===== config.mk =====
export PLATFORM = sky130hd
export DESIGN_NAME = uart_tx_mmio
export DESIGN_NICKNAME = d
export VERILOG_FILES = /design/src/rtl/uart_pkg.sv /design/src/rtl/sync_fifo.sv /design/src/rtl/uart_tx_mmio.sv
export SDC_FILE = /design/constraint.sdc
export NUM_CORES = 1
export LEC_CHECK = 0
export ABC_CLOCK_PERIOD_IN_PS = 3150
export BUFFER_PORTS_ARGS = -buffer_cell sky130_fd_sc_hd__buf_2
export CORE_ASPECT_RATIO = 0.8
export CORE_UTILIZATION = 38
export DETAILED_ROUTE_END_ITERATION = 12
export HOLD_SLACK_MARGIN = 0.06
export SLEW_MARGIN = 20
export SYNTH_ARGS = -nofsm -noshare
export SYNTH_HDL_FRONTEND = slang
export SYNTH_SLANG_ARGS = --single-unit

===== constraint.sdc =====
create_clock -name clk -period 3.15 [get_ports clk]
set_clock_uncertainty 0.2 [all_clocks]
set_input_delay 0.63 -clock clk [delete_from_list [all_inputs] [get_ports clk]]
set_output_delay 0.63 -clock clk [all_outputs]
set_load 0.01 [all_outputs]

===== src/rtl/uart_pkg.sv =====
// Shared definitions for the memory-mapped UART transmitter: FSM states,
// register offsets and STATUS bit positions.
package uart_pkg;

    typedef enum logic [1:0] {
        ST_IDLE,
        ST_START,
        ST_DATA,
        ST_STOP
    } uart_state_e;

    localparam logic [3:0] UART_DATA_OFS   = 4'h0;
    localparam logic [3:0] UART_STATUS_OFS = 4'h4;

    localparam int STAT_BUSY    = 0;
    localparam int STAT_FULL    = 1;
    localparam int STAT_EMPTY   = 2;
    localparam int STAT_OVF     = 3;
    localparam int STAT_CNT_LSB = 4;
    localparam int STAT_CNT_W   = 4;

    // Word index of a byte offset; only addr[3:2] takes part in decoding.
    function automatic logic [1:0] reg_index(input logic [3:0] ofs);
        return ofs[3:2];
    endfunction

endpackage


===== src/rtl/sync_fifo.sv =====
// Single-clock FIFO with occupancy count. The head entry is read
// combinationally so a consumer sees the popped word in the pop cycle.
module sync_fifo #(
    parameter int WIDTH = 8,
    parameter int DEPTH = 4,
    localparam int AW = $clog2(DEPTH),
    localparam int CW = AW + 1
) (
    input  logic             clk,
    input  logic             reset,
    input  logic             push,
    input  logic [WIDTH-1:0] wdata,
    input  logic             pop,
    output logic [WIDTH-1:0] rdata,
    output logic             full,
    output logic             empty,
    output logic [CW-1:0]    count
);

    logic [WIDTH-1:0] mem [DEPTH];
    logic [AW-1:0]    wr_ptr_reg;
    logic [AW-1:0]    rd_ptr_reg;
    logic [CW-1:0]    count_reg;
    logic             do_push;
    logic             do_pop;

    assign full  = (count_reg == CW'(DEPTH));
    assign empty = (count_reg == '0);
    assign count = count_reg;
    assign rdata = mem[rd_ptr_reg];

    // A push into a full FIFO still lands when the head leaves in the same cycle.
    assign do_pop  = pop && !empty;
    assign do_push = push && (!full || do_pop);

    always_ff @(posedge clk) begin
        if (do_push && !reset) begin
            mem[wr_ptr_reg] <= wdata;
        end
    end

    always_ff @(posedge clk) begin
        if (reset) begin
            wr_ptr_reg <= '0;
            rd_ptr_reg <= '0;
            count_reg  <= '0;
        end else begin
            if (do_push) begin
                wr_ptr_reg <= wr_ptr_reg + AW'(1);
            end
            if (do_pop) begin
                rd_ptr_reg <= rd_ptr_reg + AW'(1);
            end
            case ({do_push, do_pop})
                2'b10:   count_reg <= count_reg + CW'(1);
                2'b01:   count_reg <= count_reg - CW'(1);
                default: count_reg <= count_reg;
            endcase
        end
    end

endmodule


===== src/rtl/uart_tx_mmio.sv =====
// 8N1 UART transmitter behind a small CPU register window (DATA, STATUS),
// fed by a transmit FIFO.
module uart_tx_mmio
    import uart_pkg::*;
#(
    parameter int CLK_DIV    = 16,
    parameter int FIFO_DEPTH = 4
) (
    input  logic        clk,
    input  logic        reset,
    input  logic        sel,
    input  logic        we,
    input  logic [3:0]  addr,
    input  logic [31:0] wdata,
    output logic [31:0] rdata,
    output logic        tx
);

    localparam int CW     = $clog2(FIFO_DEPTH) + 1;
    localparam int BAUD_W = 16;
    localparam logic [BAUD_W-1:0] BAUD_RELOAD = BAUD_W'(CLK_DIV - 1);

    uart_state_e       state_reg, state_next;
    logic [BAUD_W-1:0] baud_reg, baud_next;
    logic [2:0]        bit_reg, bit_next;
    logic [7:0]        data_reg, data_next;
    logic              tx_reg, tx_next;
    logic              ovf_reg;

    logic              data_wr;
    logic              status_wr;
    logic              ovf_evt;
    logic              baud_done;
    logic              fifo_pop;
    logic [7:0]        fifo_head;
    logic              fifo_full;
    logic              fifo_empty;
    logic [CW-1:0]     fifo_count;
    logic [31:0]       status;
    logic              unused_bits;

    assign unused_bits = ^{addr[1:0], wdata[31:8]};

    assign data_wr   = sel && we && (addr[3:2] == reg_index(UART_DATA_OFS));
    assign status_wr = sel && we && (addr[3:2] == reg_index(UART_STATUS_OFS));
    assign ovf_evt   = data_wr && fifo_full && !fifo_pop;
    assign baud_done = (baud_reg == '0);

    sync_fifo #(
        .WIDTH (8),
        .DEPTH (FIFO_DEPTH)
    ) u_fifo (
        .clk   (clk),
        .reset (reset),
        .push  (data_wr),
        .wdata (wdata[7:0]),
        .pop   (fifo_pop),
        .rdata (fifo_head),
        .full  (fifo_full),
        .empty (fifo_empty),
        .count (fifo_count)
    );

    always_ff @(posedge clk) begin
        if (reset) begin
            state_reg <= ST_IDLE;
            baud_reg  <= '0;
            bit_reg   <= '0;
            data_reg  <= '0;
            tx_reg    <= 1'b1;
        end else begin
            state_reg <= state_next;
            baud_reg  <= baud_next;
            bit_reg   <= bit_next;
            data_reg  <= data_next;
            tx_reg    <= tx_next;
        end
    end

    // tx_next is derived from the state being entered, so tx changes together
    // with the state and never glitches.
    always_comb begin
        state_next = state_reg;
        baud_next  = baud_reg;
        bit_next   = bit_reg;
        data_next  = data_reg;
        tx_next    = tx_reg;
        fifo_pop   = 1'b0;
        case (state_reg)
            ST_IDLE: begin
                baud_next = '0;
                tx_next   = 1'b1;
                if (!fifo_empty) begin
                    fifo_pop   = 1'b1;
                    data_next  = fifo_head;
                    state_next = ST_START;
                    baud_next  = BAUD_RELOAD;
                    tx_next    = 1'b0;
                end
            end
            ST_START: begin
                if (baud_done) begin
                    state_next = ST_DATA;
                    baud_next  = BAUD_RELOAD;
                    bit_next   = '0;
                    tx_next    = data_reg[0];
                end else begin
                    baud_next = baud_reg - BAUD_W'(1);
                end
            end
            ST_DATA: begin
                if (baud_done) begin
                    baud_next = BAUD_RELOAD;
                    if (bit_reg == 3'd7) begin
                        state_next = ST_STOP;
                        tx_next    = 1'b1;
                    end else begin
                        bit_next = bit_reg + 3'd1;
                        tx_next  = data_reg[bit_next];
                    end
                end else begin
                    baud_next = baud_reg - BAUD_W'(1);
                end
            end
            ST_STOP: begin
                tx_next = 1'b1;
                if (baud_done) begin
                    if (!fifo_empty) begin
                        fifo_pop   = 1'b1;
                        data_next  = fifo_head;
                        state_next = ST_START;
                        baud_next  = BAUD_RELOAD;
                        tx_next    = 1'b0;
                    end else begin
                        state_next = ST_IDLE;
                        baud_next  = '0;
                    end
                end else begin
                    baud_next = baud_reg - BAUD_W'(1);
                end
            end
            default: begin
                state_next = ST_IDLE;
                baud_next  = '0;
                tx_next    = 1'b1;
            end
        endcase
    end

    // A rejected push in the same cycle as a clear leaves overflow set.
    always_ff @(posedge clk) begin
        if (reset) begin
            ovf_reg <= 1'b0;
        end else if (ovf_evt) begin
            ovf_reg <= 1'b1;
        end else if (status_wr && wdata[STAT_OVF]) begin
            ovf_reg <= 1'b0;
        end
    end

    always_comb begin
        status = '0;
        status[STAT_BUSY]  = (state_reg != ST_IDLE);
        status[STAT_FULL]  = fifo_full;
        status[STAT_EMPTY] = fifo_empty;
        status[STAT_OVF]   = ovf_reg;
        status[STAT_CNT_LSB +: STAT_CNT_W] = STAT_CNT_W'(fifo_count);
    end

    always_comb begin
        rdata = '0;
        if (sel && (addr[3:2] == reg_index(UART_STATUS_OFS))) begin
            rdata = status;
        end
    end

    assign tx = tx_reg;

endmodule


## Word-level counts from Yosys, hierarchy flattened

Memories as Yosys holds them, arrays and structs flattened. A register that Yosys moved wholly into a read port is not among the register bits.
Index checks and enable logic that the tools add are counted.

| storage, ports and cells | value |
|---|---|
| memories kept | 1 |
| memory bits (writable) | 32 |
| word-level logic and storage cells | 97 |
| bits in registers | 38 |
| input bits | 40 |
| output and inout port bits | 33 |

| operators by class | value |
|---|---|
| equal/unequal tests | 14 |
| muxes and demuxes | 37 |
| reduce and logical (&&, ||, !) cells | 29 |
| add/sub/neg operators | 6 |
| $lt $le $gt $ge | 1 |

Memories:

| memory | words | width | rd ports | clocked after Yosys merged registers in | write ports | RTL line | source |
|---|---|---|---|---|---|---|---|
| u_fifo.mem | 4 | 8 | 1 | 1 | 1 | sync_fifo.sv:20 | `logic [WIDTH-1:0] mem [DEPTH];` |

Operators with widths:

| cell | number |
|---|---|
| 16-bit case mux with 3 select lines | 1 |
| 16-bit 2-to-1 mux | 2 |
| 16-bit logical NOT | 1 |
| 8-bit 2-to-1 mux | 2 |
| 8-bit case mux with 2 select lines | 1 |
| 16-bit by 1-bit subtractor with 16-bit output, second input constant | 1 |
| 2-bit 2-to-1 mux | 7 |
| 1-bit 2-to-1 mux | 13 |
| 2-bit != test, second input constant | 6 |
| 3-bit case mux with 2 select lines | 2 |
| 1-bit logical AND | 10 |
| 2-bit nonzero test | 5 |
| 3-bit 2-to-1 mux | 3 |
| 2-bit case mux with 4 select lines | 1 |
| 7-bit 2-to-1 mux | 1 |
| 3-bit by 1-bit adder with 3-bit output, second input constant | 2 |
| 2-bit by 1-bit == test with 1-bit output, second input constant | 3 |
| 2-bit == test, second input constant | 3 |
| 3-bit == test, second input constant | 2 |
| 5-bit AND reduction | 1 |
| 2-bit by 1-bit adder with 2-bit output, second input constant | 2 |
| 1-bit logical NOT | 4 |
| 2-bit logical NOT | 2 |
| 3-bit by 4-bit < comparator with 1-bit output, second input constant | 1 |
| 10 further kinds | 11 |

## Depth between registers and ports, before layout

Gate-level depths: netlist of the first run.

| depth | value |
|---|---|
| depth after elaboration | 10 |
| depth in mapped cells | 13 |
| gate-level depth less buffers | 12 |

## Hierarchy

From an unflattened synthesis of the first run, not the netlist that was laid out.

| second synthesis, totals | value |
|---|---|
| cells, all modules | 321 |
| area, all modules | 3510.9 µm² |

By module, submodules not included:

| module | times used | cells an instance | sequential area each (µm²) | area an instance (µm²) |
|---|---|---|---|---|
| uart_tx_mmio | 1 | 225 | 620.6 | 1873.0 |
| sync_fifo | 1 | 96 | 1141.1 | 1637.8 |

## Worst setup path before layout of the first run

OpenSTA, ideal clock, no wires.

| path | value |
|---|---|
| kind | register to register |
| start point | register state_reg[1] |
| end point | register u_fifo.count_reg[2], in the netlist u_fifo.count[2] |
| cell stages (with the launch flop) | 14 |
| arrival | 2.623 ns |
| slack | 0.256 ns |
| data required time | 2.879 ns |
| path through | dfxtp_1 > inv_1 > ha_1 > clkbuf_1 > nor2b_1 > o2111ai_1 > o41ai_2 > inv_1 > ha_1 > inv_1 > fa_1 > xor2_1 > or3_1 > a21oi_1 |

| on the way | value |
|---|---|
| word-level cells in the longest chain between the ends | 7 |
| elaborated cells between the ends (all ways) | 10 |
| those cells by class | eq/ne (3); mux (2); reduce/logical (5) |

Ends and longest elaborated chain:

| item | RTL line | source |
|---|---|---|
| start, declared | uart_tx_mmio.sv:23 | `uart_state_e state_reg, state_next;` |
| start signal, assigned | uart_tx_mmio.sv:72 | `state_reg <= state_next;` |
| 2-bit == test or 2-bit logical NOT (tied branches) | uart_tx_mmio.sv:89 | `case (state_reg)` |
| 1-bit case mux with 2 select lines (*) | uart_tx_mmio.sv:89 |  |
| 1-bit logical AND (*) | sync_fifo.sv:33 | `assign do_pop = pop && !empty;` |
| 1-bit logical OR | sync_fifo.sv:34 | `assign do_push = push && (!full \|\| do_pop);` |
| 1-bit logical AND | sync_fifo.sv:34 |  |
| 2-bit by 1-bit == test with 1-bit output or 2-bit == test (tied branches) | sync_fifo.sv:54 | `case ({do_push, do_pop})` |
| 3-bit case mux with 2 select lines or 2-bit nonzero test (tied branches) | -- |  |
| end signal, assigned | sync_fifo.sv:55 | `2'b10: count_reg <= count_reg + CW'(1);` |
| end signal, assigned | sync_fifo.sv:56 | `2'b01: count_reg <= count_reg - CW'(1);` |
| end signal, assigned | sync_fifo.sv:57 | `default: count_reg <= count_reg;` |
| end, declared | sync_fifo.sv:23 | `logic [CW-1:0] count_reg;` |

Every way passes the cells marked *; elsewhere a longest branch is shown, timed or not.
A chain may end at the register's enable or synchronous reset.

## Worst setup path in the final report of the first run

| path | value |
|---|---|
| start point | register baud_reg[0] |
| end point | register u_fifo.count_reg[2], in the netlist u_fifo.count[2] |

| on the way | value |
|---|---|
| word-level cells in the longest chain between the ends | 8 |
| elaborated cells between the ends (all ways) | 10 |
| those cells by class | eq/ne (2); mux (3); reduce/logical (5) |

Ends and longest elaborated chain:

| item | RTL line | source |
|---|---|---|
| start, declared | uart_tx_mmio.sv:24 | `logic [BAUD_W-1:0] baud_reg, baud_next;` |
| start signal, assigned | uart_tx_mmio.sv:73 | `baud_reg <= baud_next;` |
| 16-bit logical NOT (*) | uart_tx_mmio.sv:47 | `assign baud_done = (baud_reg == '0);` |
| 1-bit 2-to-1 mux (*) | uart_tx_mmio.sv:127 | `if (baud_done) begin` |
| 1-bit case mux with 2 select lines (*) | uart_tx_mmio.sv:89 |  |
| 1-bit logical AND (*) | sync_fifo.sv:33 |  |
| via u_fifo.do_pop | sync_fifo.sv:25 | `logic do_pop;` |
| 1-bit logical OR | sync_fifo.sv:34 |  |
| 1-bit logical AND | sync_fifo.sv:34 |  |
| 2-bit by 1-bit == test with 1-bit output or 2-bit == test (tied branches) | sync_fifo.sv:54 |  |
| 3-bit case mux with 2 select lines or 2-bit nonzero test (tied branches) | -- |  |

The timed path passes the listed nets; every way through them passes the cells marked *.

==> results of run 1 <==
==> layout make-up <==
cell class / instances / area (um^2)
clock buffer: 11 / 232.7
timing repair buffer: 30 / 172.7
sequential: 72 / 1762
inverter: 14 / 52.55
fill: 809 / 4732
multi-input combinational: 205 / 1568
clock inverter: 5 / 48.80
tap: 112 / 140.1
==> worst reg2reg max path, delay by kind of cell (launching register included) <==
kind            cells  cell delay (ns)
buf+inv             2             0.12
simple gates        4             1.07
flops               1             0.35
xor+xnor            1             0.16
compound gates      2             0.22
fa+ha+maj           3             0.75
==> cells by family after synthesis <==
| group | Yosys count | share of synthesized area [%] |
|---|---|---|
| adders and majority gates | 15 | 5.579 |
| and+or+nand+nor | 90 | 14.02 |
| other | 1 | 0.1072 |
| DFF | 72 | 50.36 |
| muxes | 28 | 11.48 |
| xor gates and xnor gates | 13 | 3.255 |
| buffers and inverters | 48 | 7.904 |
| AOI/OAI and AO/OA | 34 | 7.296 |
==> power breakdown <==
group	switching, W	total [W]	internal (W)
Clock	0.000363	0.000969	0.000606
Combinational	0.000871	0.00165	0.000780
Sequential	0.000134	0.00122	0.00109
==> worst paths after layout <==
path / startpoint / end / slack, ns
worst max-delay path: baud_reg[0] / u_fifo.count[2] / 0.22
worst min-delay path: u_fifo.rd_ptr_reg[1] / flop / 0.28
worst max register to register: baud_reg[0] / u_fifo.count[2] / 0.22
worst min register to register: u_fifo.rd_ptr_reg[1] / flop / 0.28
==> through the flow <==
stage	power, W	setup WS, ns	cell area [um^2]	setup TNS (ns)	instances
final	0.003844	0.2171	3976	0	449
after global routing	0.004115	-0.003911	3976	-0.003911	449
after global placement	0.002799	0.1944	3662	0	431
after floorplan	0.002482	0.2563	3588	0	325
after detailed placement	0.002807	0.1329	3662	0	431
after CTS	0.003796	0.1121	3944	0	447
==> cells in the final DEF (no fill, tap or decap), types with 7 or more instances in the layout <==
master / count
nor2_1: 42
dfxtp_1: 40
edfxtp_1: 32
conb_1: 25
buf_2: 21
inv_1: 13
ha_1: 13
mux2i_1: 12
mux4_2: 9
clkbuf_16: 9
buf_4: 9
and2_1: 8
nand2_1: 7
mux2_2: 7
xnor2_1: 7
==> timing repair <==
item / CTS / global route
gates resized for setup: 0 / 6
endpoints found under the hold margin: 0 / 0
setup buffers: 0 / 2
endpoints found under the setup margin: 0 / 1
==> metal layers <==
layer / vias to the layer above / track usage, % / routed length, um
li1: 1092 / - / -
met1: 1012 / 17.86 / 2911
met2: 48 / 20.81 / 2590
met3: 12 / 3.795 / 232
met4: 0 / 8.121 / 148
met5: - / 0 / 0
==> flow_summary.yaml, run 1 <==
worst_setup_path:
  cp_cell_sequence: "inv_2 > ha_1 > nor4b_4 > and4_4 > a21oi_2 > nor3_2 > ha_2 > inv_1 > fa_1 > xor2_1 > or3_1 > a21oi_1"
  crit_path_end_kind: "flop"
  critPathKind: "flop to flop"
  critical_path.max_stage_delay_ns: 0.38
  arrival_ns: 3.00
  crit_cells: 12
  slowest_stage: "fa_1"
  cp-start-kind: "flop"
  crit_buf_inv: 2
  reg2reg_depth: 12
  critical-path-top-delay-family: "simple AND/OR/NAND/NOR gates"
  cp_data_required_time_ns: 3.22
  crit_fanout: 5
sta:
  period_minus_slack_ns: 2.933
  timing.slew.headroom_pct: 60.51
  worst_pin_slew_ns: 0.5878
  holdWs_ns: 0.2825
  hold_viol: 0
  fin_crit_sh_pct: 93.11
  fmax_ghz: 0.3410
  setup_violations: 0
  drv_slew: 0
clock_tree:
  cts_buffers: 9
  cts_max_level: 3
  cts_tree: "done"
  clock-sinks: 72
  root_buffer: "clkbuf_16"
  postCtsHoldBufs: 0
  clk_latency_ns: 0.33
  clk_path_buf_depth: 2
  cts.clk_slew.worst_paths_ns: 0.05
global_route:
  antenna_found_initial: 0
  first_global_vias: 2034
  grt_first_pass_wirelength_mm: 9.811
  grt-ovfl-total: 0
  grt_max_degree: 32
  track_usage_pct: 13.81
yosys:
  netlist_top_cells_count: "42 x nor2_1, 40 x dfxtp_1, 32 x edfxtp_1"
  netlist_area_um2: 3498
  yosys_warnings: 0
  yosys.cell_count.top_type: "nor2_1"
  synth_top_area_share_pct: 27.47
  syn_inst: 301
  ys_seq_elements: 72
  synth_flop_cell: "dfxtp_1"
  synth_area_leader_cell: "edfxtp_1"
  synth_area_leaders: "edfxtp_1 27%, dfxtp_1 23%, mux4_2 5.8%, buf_4 5.4%, ha_1 5.0%"
  syn_avg_cell_area_um2: 11.62
  yosysUniqueCellTypes: 53
  synth_edf_count: 32
  yosysSeqAreaShare_pct: 50.36
  synthArstFlopShare_pct: 0
die:
  die-area_um2: 9597
  die_y_um: 87.82
  core_area_um2: 8708
  die_x_um: 109.3
  top_level_ports: 73
  row_count: 30
  initial_core_util_pct: 40.17
layout:
  utilization_pct: 45.66
  largest_reg_flops: 32
  area_delta_synth_final_pct: 13.66
  drive_above_1_share_pct: 21.07
  nets: 387
  n_antenna_cell: 0
pwr:
  pwr_density_cell_nw_per_um2: 966.8
  irDropWorstVdd_v: 0.0003344
  power_leakage_nw: 1.576
run:
  drv_cap: 0
route:
  wl_mm: 5.882
  drt_iter0_drc: 75
  first_pass_iters: 4
  drcViolationCount: 0
  postRouteAntennaNets: 0
  viasPerCell: 4.820
  wl_per_cell_um: 13.10
  vias: 2164
placement:
  place.gp.congestion: 0.7775
  portBuffers: 21
  dp_hpwl_mm: 4.142
min_path:
  holdCritPathClass: "flop to flop"
  holdPathStages: 2
outcome:
  status: "finished, final reports clean"
No activity file was read; power rests on OpenSTA's default activity.
==> inputs of run 2 (changes only) <==
- ABC_AREA: unset -> 1
- CTS_BUF_LIST: unset -> sky130_fd_sc_hd__clkbuf_4 sky130_fd_sc_hd__clkbuf_8
==> flow_summary.yaml, run 2 <==
worst_setup_path:
  crit_path_end_kind: "flop"
  arrival_ns: 2.75
  critPathKind: "flop to flop"
  crit_fanout: 7
  worstReg2RegEnd: "u_fifo.count[2]"
  timing.rr.start: "baud_reg[0]"
  critical-path-top-delay-family: "adder cells"
  reg2reg_depth: 18
  slowest_stage: "fa_1"
  cp-start-kind: "flop"
  cp_cell_sequence: "inv_1 > ha_1 > inv_1 > nor2_1 > nand2_2 > nor2_4 > nand3_1 > nand2_1 > nand2_2 > nand2_2 > nand2_1 > ha_1 > inv_1 > fa_1 > a21oi_1 > o21ai_0 > o21ai_0 > a21oi_1"
  critical_path.max_stage_delay_ns: 0.39
  cp_data_required_time_ns: 3.17
  r2r_slack_ns: 0.42
  crit_buf_inv: 3
min_path:
  hold_end: "u_fifo.count[0]"
  holdCritPathClass: "flop to flop"
  holdPathStages: 1
  min_from: "u_fifo.count[0]"
pwr:
  irDropWorstVdd_v: 0.0002729
  p_seq_share_pct: 38.5
  pwr_density_cell_nw_per_um2: 766.8
  p_int_w: 0.001800
  p_comb_share_pct: 40.8
  p_clk_share_pct: 20.7
  p_sw_share_pct: 40.12
  power_leakage_nw: 1.702
  power_switching_w: 0.001206
global_route:
  first_global_vias: 2404
  grt_first_pass_wirelength_mm: 10.76
  antenna_found_initial: 0
  grt_max_degree: 20
  grt-ovfl-total: 0
  track_usage_pct: 13.68
yosys:
  netlist_top_cells_count: "78 x nor2_1, 41 x inv_1, 40 x dfxtp_1"
  synth_area_leader_cell: "edfxtp_1"
  yosysSeqAreaShare_pct: 48.97
  netlist_area_um2: 3597
  syn_inst: 409
  synth_edf_count: 32
  synthArstFlopShare_pct: 0
  synth_top_area_share_pct: 26.71
  synth_area_leaders: "edfxtp_1 27%, dfxtp_1 22%, nor2_1 8.1%, buf_4 5.2%, ha_1 4.9%"
  syn_avg_cell_area_um2: 8.795
  yosys.cell_count.top_type: "nor2_1"
  yosys_warnings: 0
  yosysUniqueCellTypes: 35
  synth_flop_cell: "dfxtp_1"
  ys_seq_elements: 72
outcome:
  status: "finished, final reports clean"
clock_tree:
  clk_path_buf_depth: 2
  cts.repair.resized: 0
  root_buffer: "clkbuf_8"
  cts_setup_buffers: 0
  cts_tree: "done"
  cts_max_level: 3
  clock-sinks: 72
  clk_latency_ns: 0.34
  postCtsHoldBufs: 0
  cts.clk_slew.worst_paths_ns: 0.07
  cts_buffers: 9
layout:
  largest_reg_flops: 32
  final_common_cell: "nor2_1"
  utilization_pct: 43.01
  n_antenna_cell: 0
  drive_above_1_share_pct: 13.77
  finalInstanceArea_um2: 3920
  final_cells: 558
  area_delta_synth_final_pct: 8.974
  nets: 493
  most-common-layout-cells: "78 x nor2_1, 41 x inv_1, 40 x dfxtp_1"
placement:
  placed_area_um2: 3754
  place.gp.congestion: 0.8128
  portBuffers: 21
  dp_hpwl_mm: 4.471
  placedCellCount: 542
sta:
  setup_violations: 0
  grt_setup_unrepaired: "false"
  final.setup.tns_ns: 0
  period_minus_slack_ns: 2.727
  drv_slew: 0
  fmax_ghz: 0.3667
  worst_pin_slew_ns: 1.067
  timing.slew.headroom_pct: 28.77
  fin_crit_sh_pct: 86.58
  hold_viol: 0
route:
  wl_per_cell_um: 11.30
  vias: 2617
  viasPerCell: 4.690
  first_pass_iters: 4
  drt_iter0_drc: 94
  postRouteAntennaNets: 0
  wl_mm: 6.307
  drcViolationCount: 0
die:
  row_count: 31
  top_level_ports: 73
  core_area_um2: 9115
  die_x_um: 110.8
  die_y_um: 89.03
  die-area_um2: 9862
  initial_core_util_pct: 39.46
run:
  drv_cap: 0
-- run 2: worst max-delay path by stage --
stage,start,to,slack [ns],cells after the start
floorplan,baud_reg[0],u_fifo.count[2],0.72,18
global placement,baud_reg[0],u_fifo.count[2],0.50,18
detailed placement,baud_reg[0],u_fifo.count[2],0.43,18
CTS,baud_reg[0],u_fifo.count[2],0.40,18
global route,baud_reg[0],u_fifo.count[2],0.17,18
finish,baud_reg[0],u_fifo.count[2],0.42,18
-- run 2: worst register-to-register path: cells and delay by family (launching register included) --
family	cells	cell delay [ns]
AO/OA/AOI/OAI	4	0.47
buffers and inverters	3	0.23
flip-flops	1	0.37
adder cells (fa/ha/maj)	3	0.72
AND/OR/NAND/NOR	8	0.62
-- run 2: metrics by stage --
stage,setup slack [ns],hold WS [ns],total power [W]
3_5_place_dp,0.4303,0.2651,0.002405
4_1_cts,0.4016,0.2831,0.003035
6_report,0.4227,0.2812,0.003006
3_3_place_gp,0.4988,0.2650,0.002378
2_1_floorplan,0.7208,0.2435,0.002210
5_1_grt,0.1749,0.2890,0.003258
-- run 2: power by group through the flow --
stage | clock [W] | sequential [W] | combinational (W)
floorplan | 0 | 0.00116 | 0.00105
global placement | 0 | 0.00117 | 0.00120
detailed placement | 0 | 0.00118 | 0.00123
CTS | 0.000644 | 0.00116 | 0.00123
global route | 0.000683 | 0.00117 | 0.00140
finish | 0.000623 | 0.00116 | 0.00123
-- run 2: final cells by class --
cell class | instances | area, um^2
Fill cell | 884 | 5195
Sequential cell | 72 | 1762
Multi-Input combinational cell | 284 | 1529
Inverter | 43 | 161.4
Timing Repair Buffer | 28 | 157.7
Tap cell | 115 | 143.9
Clock buffer | 10 | 131.4
Clock inverter | 6 | 35.03
-- run 2: logic make-up (layout without fill, tap and decap cells) --
group / Yosys count / in the layout / share of synthesized area (%)
AO/OA/AOI/OAI: 80 / 80 / 12.94
XOR/XNOR: 12 / 12 / 2.922
other: 1 / 25 / 0.1042
flip-flops: 72 / 72 / 48.97
AND/OR/NAND/NOR: 152 / 152 / 18.61
buffers and inverters: 77 / 87 / 11.03
adder cells (fa/ha/maj): 15 / 15 / 5.426
-- run 2: metal layers --
layer  vias up  part of all wire, %  GRT usage, %
li1       1349                    -             -
met1      1183                   49         17.41
met2        74                   45         22.92
met3        11                  4.7         2.237
met4         0                  1.9         7.030
met5         -                    0             0
